==> config.mk <==
export PLATFORM = sky130hd
export DESIGN_NAME = planning_move_scheduler
export DESIGN_NICKNAME = d
export VERILOG_FILES = /design/src/rtl/planning_move_scheduler.sv
export SDC_FILE = /design/constraint.sdc
export NUM_CORES = 1
export LEC_CHECK = 0
export ABC_AREA = 0
export CELL_PAD_IN_SITES_DETAIL_PLACEMENT = 0
export CELL_PAD_IN_SITES_GLOBAL_PLACEMENT = 1
export CORE_ASPECT_RATIO = 0.8
export CORE_MARGIN = 1.5
export CORE_UTILIZATION = 38
export DETAILED_ROUTE_END_ITERATION = 7
export PLACE_DENSITY = 0.86
export SLEW_MARGIN = 20
export SYNTH_ARGS = -nofsm -noshare
export SYNTH_HDL_FRONTEND = slang
export SYNTH_SLANG_ARGS = --single-unit
==> constraint.sdc <==
create_clock -name clk -period 3.6 [get_ports clk]
set_input_delay 1.08 -clock clk [delete_from_list [all_inputs] [get_ports clk]]
set_output_delay 1.08 -clock clk [all_outputs]
set_load 0.02 [all_outputs]
==> src/rtl/planning_move_scheduler.sv <==
// Turn-based move scheduler for the grid planner: holds robot and obstacle
// positions, arbitrates one move per cycle, and tracks INIT/RUN/GOAL/ERROR.
module planning_move_scheduler #(
    parameter int unsigned CW     = 3,
    parameter int unsigned ROB_X0 = 0,
    parameter int unsigned ROB_Y0 = 0,
    parameter int unsigned OB1_X0 = 3,
    parameter int unsigned OB1_Y0 = 3,
    parameter int unsigned OB2_X0 = 5,
    parameter int unsigned OB2_Y0 = 5,
    parameter int unsigned GOAL_X = 7,
    parameter int unsigned GOAL_Y = 7
) (
    input  logic          clk,
    input  logic          rst_n,
    input  logic          end_init,
    input  logic [3:0]    req_rob,
    input  logic [3:0]    req_ob1,
    input  logic [3:0]    req_ob2,
    output logic [CW-1:0] rob_x,
    output logic [CW-1:0] rob_y,
    output logic [CW-1:0] ob1_x,
    output logic [CW-1:0] ob1_y,
    output logic [CW-1:0] ob2_x,
    output logic [CW-1:0] ob2_y,
    output logic [2:0]    grant,
    output logic          blocked,
    output logic          rt_rob,
    output logic          rt_ob1,
    output logic          rt_ob2,
    output logic [1:0]    phase,
    output logic          error,
    output logic          done
);

    typedef enum logic [1:0] {
        StInit  = 2'b00,
        StRun   = 2'b01,
        StGoal  = 2'b10,
        StError = 2'b11
    } phase_e;

    localparam logic [CW-1:0] MaxC  = {CW{1'b1}};
    localparam logic [CW-1:0] OneC  = {{(CW-1){1'b0}}, 1'b1};
    localparam logic [CW-1:0] GoalX = GOAL_X[CW-1:0];
    localparam logic [CW-1:0] GoalY = GOAL_Y[CW-1:0];

    phase_e        state;
    logic          init_ptr;      // 0: ob1 owns the INIT tie-break, 1: ob2
    logic [2:0]    sel;           // one-hot {ob2,ob1,rob} agent serviced this cycle
    logic [3:0]    sel_req;
    logic [CW-1:0] cur_x, cur_y, nx, ny;
    logic          multi_hot, off_grid;
    logic          hit_rob, hit_ob1, hit_ob2;
    logic          collide, occupied, at_goal;
    logic          apply_move, set_blocked, go_error, go_goal;

    assign phase = state;

    // Pick the agent being serviced: INIT arbitration among obstacles, RUN turn owner.
    always_comb begin
        sel = 3'b000;
        case (state)
            StInit: begin
                if (|req_ob1 && |req_ob2) sel = init_ptr ? 3'b100 : 3'b010;
                else if (|req_ob1)        sel = 3'b010;
                else if (|req_ob2)        sel = 3'b100;
            end
            StRun:   sel = {rt_ob2, rt_ob1, rt_rob};
            default: sel = 3'b000;
        endcase
    end

    // Destination of the selected move and the checks that may reject it.
    always_comb begin
        sel_req = 4'b0000;
        cur_x   = '0;
        cur_y   = '0;
        if (sel[0]) begin
            sel_req = req_rob;
            cur_x   = rob_x;
            cur_y   = rob_y;
        end else if (sel[1]) begin
            sel_req = req_ob1;
            cur_x   = ob1_x;
            cur_y   = ob1_y;
        end else if (sel[2]) begin
            sel_req = req_ob2;
            cur_x   = ob2_x;
            cur_y   = ob2_y;
        end

        multi_hot = (sel_req & (sel_req - 4'd1)) != 4'd0;

        nx       = cur_x;
        ny       = cur_y;
        off_grid = 1'b0;
        case (sel_req)
            4'b1000: if (cur_y == MaxC)  off_grid = 1'b1; else ny = cur_y + OneC;
            4'b0100: if (cur_y == '0)    off_grid = 1'b1; else ny = cur_y - OneC;
            4'b0010: if (cur_x == '0)    off_grid = 1'b1; else nx = cur_x - OneC;
            4'b0001: if (cur_x == MaxC)  off_grid = 1'b1; else nx = cur_x + OneC;
            default: ;
        endcase

        hit_rob = (nx == rob_x) && (ny == rob_y);
        hit_ob1 = (nx == ob1_x) && (ny == ob1_y);
        hit_ob2 = (nx == ob2_x) && (ny == ob2_y);

        // During INIT touching the robot is only a blocked move, not a collision.
        collide  = 1'b0;
        occupied = 1'b0;
        if (sel[0]) begin
            collide = hit_ob1 | hit_ob2;
        end else if (sel[1]) begin
            if (state == StRun) begin
                collide  = hit_rob;
                occupied = hit_ob2;
            end else begin
                occupied = hit_rob | hit_ob2;
            end
        end else if (sel[2]) begin
            if (state == StRun) begin
                collide  = hit_rob;
                occupied = hit_ob1;
            end else begin
                occupied = hit_rob | hit_ob1;
            end
        end

        at_goal = sel[0] && (nx == GoalX) && (ny == GoalY);
    end

    // Resolve the move with priority multi-hot > off-grid > collision/occupied > goal.
    always_comb begin
        apply_move  = 1'b0;
        set_blocked = 1'b0;
        go_error    = 1'b0;
        go_goal     = 1'b0;
        if (sel != 3'b000 && sel_req != 4'b0000) begin
            if (multi_hot)      go_error    = 1'b1;
            else if (off_grid)  set_blocked = 1'b1;
            else if (collide)   go_error    = 1'b1;
            else if (occupied)  set_blocked = 1'b1;
            else begin
                apply_move = 1'b1;
                go_goal    = at_goal;
            end
        end
    end

    // Phase FSM, positions and all registered outputs.
    always_ff @(posedge clk or negedge rst_n) begin
        if (!rst_n) begin
            state    <= StInit;
            init_ptr <= 1'b0;
            rob_x    <= ROB_X0[CW-1:0];
            rob_y    <= ROB_Y0[CW-1:0];
            ob1_x    <= OB1_X0[CW-1:0];
            ob1_y    <= OB1_Y0[CW-1:0];
            ob2_x    <= OB2_X0[CW-1:0];
            ob2_y    <= OB2_Y0[CW-1:0];
            grant    <= 3'b000;
            blocked  <= 1'b0;
            rt_rob   <= 1'b0;
            rt_ob1   <= 1'b0;
            rt_ob2   <= 1'b0;
            error    <= 1'b0;
            done     <= 1'b0;
        end else begin
            grant   <= apply_move ? sel : 3'b000;
            blocked <= set_blocked;

            if (apply_move) begin
                if (sel[0]) begin
                    rob_x <= nx;
                    rob_y <= ny;
                end
                if (sel[1]) begin
                    ob1_x <= nx;
                    ob1_y <= ny;
                end
                if (sel[2]) begin
                    ob2_x <= nx;
                    ob2_y <= ny;
                end
            end

            // Tie-break pointer moves away from whichever obstacle was serviced.
            if (state == StInit && sel != 3'b000) init_ptr <= sel[1];

            case (state)
                StInit: begin
                    if (go_error) begin
                        state <= StError;
                        error <= 1'b1;
                    end else if (end_init) begin
                        state  <= StRun;
                        rt_rob <= 1'b1;
                    end
                end
                StRun: begin
                    if (go_error || go_goal) begin
                        state  <= go_error ? StError : StGoal;
                        error  <= go_error;
                        done   <= go_goal;
                        rt_rob <= 1'b0;
                        rt_ob1 <= 1'b0;
                        rt_ob2 <= 1'b0;
                    end else begin
                        rt_rob <= rt_ob2;
                        rt_ob1 <= rt_rob;
                        rt_ob2 <= rt_ob1;
                    end
                end
                default: ;
            endcase
        end
    end

endmodule

==> results of run 1 <==
through the flow:
stage / hold WS, ps / util [%] / setup TNS, ps / power (mW) / instances
6_report: 527.5 / 68.65 / -29620 / 2.638 / 671
5_1_grt: 556.2 / 68.65 / -31680 / 2.746 / 671
4_1_cts: 534.1 / 65.12 / -25170 / 2.393 / 660
3_5_place_dp: 522.4 / 58.18 / -46850 / 1.881 / 627
3_3_place_gp: 512.8 / 58.18 / -45510 / 1.852 / 627
2_1_floorplan: 614.0 / - / -20580 / 1.248 / 370
metal layers:
layer	share of wire (%)	track usage, %	vias up	wire, um
li1	-	-	1833	-
met2	44	46.90	308	6165
met5	0	0	-	0
met4	4.5	13.76	0	635
met1	41	41.81	2005	5710
met3	11	7.260	63	1570
cell usage after synthesis (4+ instances only):
| master | instances | share of area, % |
|---|---|---|
| o21ai_0 | 16 | 2.6 |
| a21o_1 | 8 | 1.9 |
| nor2_1 | 28 | 3.4 |
| dfstp_2 | 8 | 6.8 |
| nand2_1 | 32 | 3.9 |
| dfrtp_1 | 22 | 18 |
| mux2_2 | 18 | 6.5 |
| nand3_1 | 15 | 2.4 |
| o211ai_1 | 19 | 4.6 |
| clkbuf_1 | 8 | 0.97 |
| a2bb2oi_1 | 5 | 1.4 |
| o21a_1 | 4 | 0.97 |
| a21oi_1 | 17 | 2.7 |
| o31ai_1 | 4 | 0.97 |
| a31oi_1 | 9 | 1.8 |
| buf_2 | 7 | 1.1 |
| and3_1 | 5 | 1.0 |
| nor4_1 | 6 | 1.2 |
| mux2i_1 | 8 | 2.6 |
| and2_1 | 7 | 1.4 |
| xor2_1 | 5 | 1.4 |
| nor3_1 | 8 | 1.3 |
| or2_2 | 6 | 1.2 |
| a32oi_1 | 4 | 1.1 |
| inv_1 | 12 | 1.4 |
report_power, final:
part / total, mW / internal, mW / leakage [nW] / switching [mW]
clock network: 0.315 / 0.154 / 0.0472 / 0.161
logic: 1.82 / 0.877 / 1.97 / 0.941
registers: 0.505 / 0.413 / 0.369 / 0.0917
registers in the layout, indices dropped and copies added (netlist names):
register	flops
blocked	1
done	1
error	1
grant	3
init_ptr	1
ob1_x	3
ob1_y	3
ob2_x	3
ob2_y	3
phase	2
rob_x	3
rob_y	3
rt_ob1	1
rt_ob2	1
rt_rob	1
final timing paths:
| path | from | end | depth (start not counted) |
|---|---|---|---|
| worst max-delay path | req_ob1[3] | ob2_y[1]$_DFFE_PN0P_ | 17 |
| worst min-delay path | error$_DFFE_PN0P_ | error$_DFFE_PN0P_ | 2 |
| worst max register to register | phase[0]$_DFFE_PN0P_ | phase[1]$_DFFE_PN0P_ | 19 |
| worst min register to register | error$_DFFE_PN0P_ | error$_DFFE_PN0P_ | 2 |
| max in group asynchronous | rst_n | ob2_x[2]$_DFFE_PN1P_ | 2 |
| min in group asynchronous | rst_n | error$_DFFE_PN0P_ | 2 |
tightest hold or removal path: stages (launching register included):
cell and delay (ps):
dfrtp_1 380, inv_1 50, o21bai_1 60
logic make-up (layout without fill, tap and decap cells):
group	after synthesis	in the layout
AO/OA/AOI/OAI	140	140
multiplexers	27	27
buffers and inverters	33	226
XOR/XNOR	6	6
flip-flops	30	30
AND/OR/NAND/NOR	134	134
final cells by class:
cell class / count / area share (%)
clock inverters: 2 / 0.2294
flip-flops and latches: 30 / 13.94
multi-input cells: 307 / 49.13
inverters: 12 / 0.8257
clock buffers: 6 / 1.514
well taps: 108 / 2.477
repair buffers: 206 / 31.88
what timing repair did:
item	4_1_cts	5_1_grt
resized for setup	77	54
setup endpoints to repair	29	29
pin swaps	34	36
setup buffers	26	13
==> out/results.ini, run 1 <==
[yosys]
syn_avg_cell_area_um2=8.410
synth_mux_area_share_pct=9.449
synthXorXnorAreaFrac_pct=1.689
synthAdderAreaFrac_pct=0
yosysWarnings=0
synth-simple-area-share_pct=23.32
syn_nets=385
synth_compound_area_share_pct=36.43
synth_top_family_by_area=compound AO/OA/AOI/OAI gates
ys_seq_area_share_pct=24.45
synth_cell_types=81
synth_seq_cells=30
synth-async-reset-ratio_pct=100.0
synthesis.area_um2=3112
yosys_most_used_dff=dfrtp_1
syn_inst=370
synth_edf_count=0

[detailed_routing]
num_vias=4209
routed_via_density=6.273
firstDrtPassIters=7
ant_nets=0
routedWlPerCell_um=20.99
wl_mm=14.08
drc=0
drt_iter0_drc=423

[clock_network]
cts_root_buffer=clkbuf_8
h-tree-depth=2
numCtsBuffers=5
cts_tree=done
clock_latency_ps=310
holdBufCountCts=0
clock-sinks=30
clockBufferDepth=2
clkTransAtPathRegs_ps=80

[die]
io_pins=44
die_area_um2=8744
die_h_um=83.94
start_util_pct=39.16
fp.dieW_um=104.2
core_region_area_um2=7946
rows=29

[global_route]
grt-ovfl-total=0
grt_max_degree=31
grt_pass1_wl_mm=21.28
antenna_found_initial=0
track_usage_pct=30.94
grt_pass1_vias=4059

[setup_path]
worst_setup_path_end_kind=register
crit_path_top_delay_cell=or4_4
path_max_fanout=7
max_stage_delay_ps=550
rrSetupSlack_ps=-650
path_delay_family=simple AND/OR/NAND/NOR gates
crit_chain=buf_6 -> or4_4 -> buf_12 -> a311oi_4 -> o211ai_1 -> buf_4 -> and2_4 -> a21o_1 -> a211o_4 -> buf_4 -> mux2i_1 -> a2111oi_4 -> nand3_2 -> nand3_4 -> nor4_4 -> buf_4 -> mux2_4
cpMostUsedCell=buf_4
worstSetupStartpointType=input pin
worst-path-buf-inv=5
arrival_ps=4940
required_ps=3800
criticalPathCategory=input pin to register

[cells_and_area]
stdcell_area_um2=5455
diodes=0
multi_input_area_um2=2680
final_common_cell=buf_4
register_area_um2=760.7
layout_common_cells=146 x buf_4, 35 x clkdlybuf4s50_1, 28 x nand2_1
n_fill_cell=580
fin_nets=577
drive_gt1_share_pct=51.33
synthToLayoutAreaGrowth_pct=75.31

[run_status]
violations=setup timing
status=finished with violations

[sta]
period_needed_ps=4740
rsz0062_at_grt=true
worst_pin_slew_ps=544.2
max-slew-margin-rel_pct=63.44
drv_slew=0
skew_ps=12.30
fmax_mhz=211.0
min_period_over_period_pct=131.7
layout_setup_ws_ps=-1140
setup_viol=29
finalHoldViolCount=0

[placement]
place_area_um2=4623
place_congestion=1.044
numPortBuffers=43
dp_hpwl_mm=9.566
dp_slack_ps=-1792

[power_and_ir_drop]
power_leakage_nw=2.389
power_density_nw_per_um2=483.6
vdd_ir_drop_max_mv=0.3658

[min_path]
hp-class=register to register

[flow_run]
max_cap_violations=0

No activity file was read; power rests on OpenSTA's default activity.
==> inputs of run 2 (changes only) <==
--- a/config.mk
+++ b/config.mk
@@ -12,6 +12,7 @@
 export CORE_MARGIN = 1.5
 export CORE_UTILIZATION = 38
 export DETAILED_ROUTE_END_ITERATION = 7
+export GPL_TIMING_DRIVEN = 1
 export PLACE_DENSITY = 0.86
 export SLEW_MARGIN = 20
 export SYNTH_ARGS = -nofsm -noshare
==> results of run 2 <==
The final DEF is identical to that of run 1; final timing and power are the same.
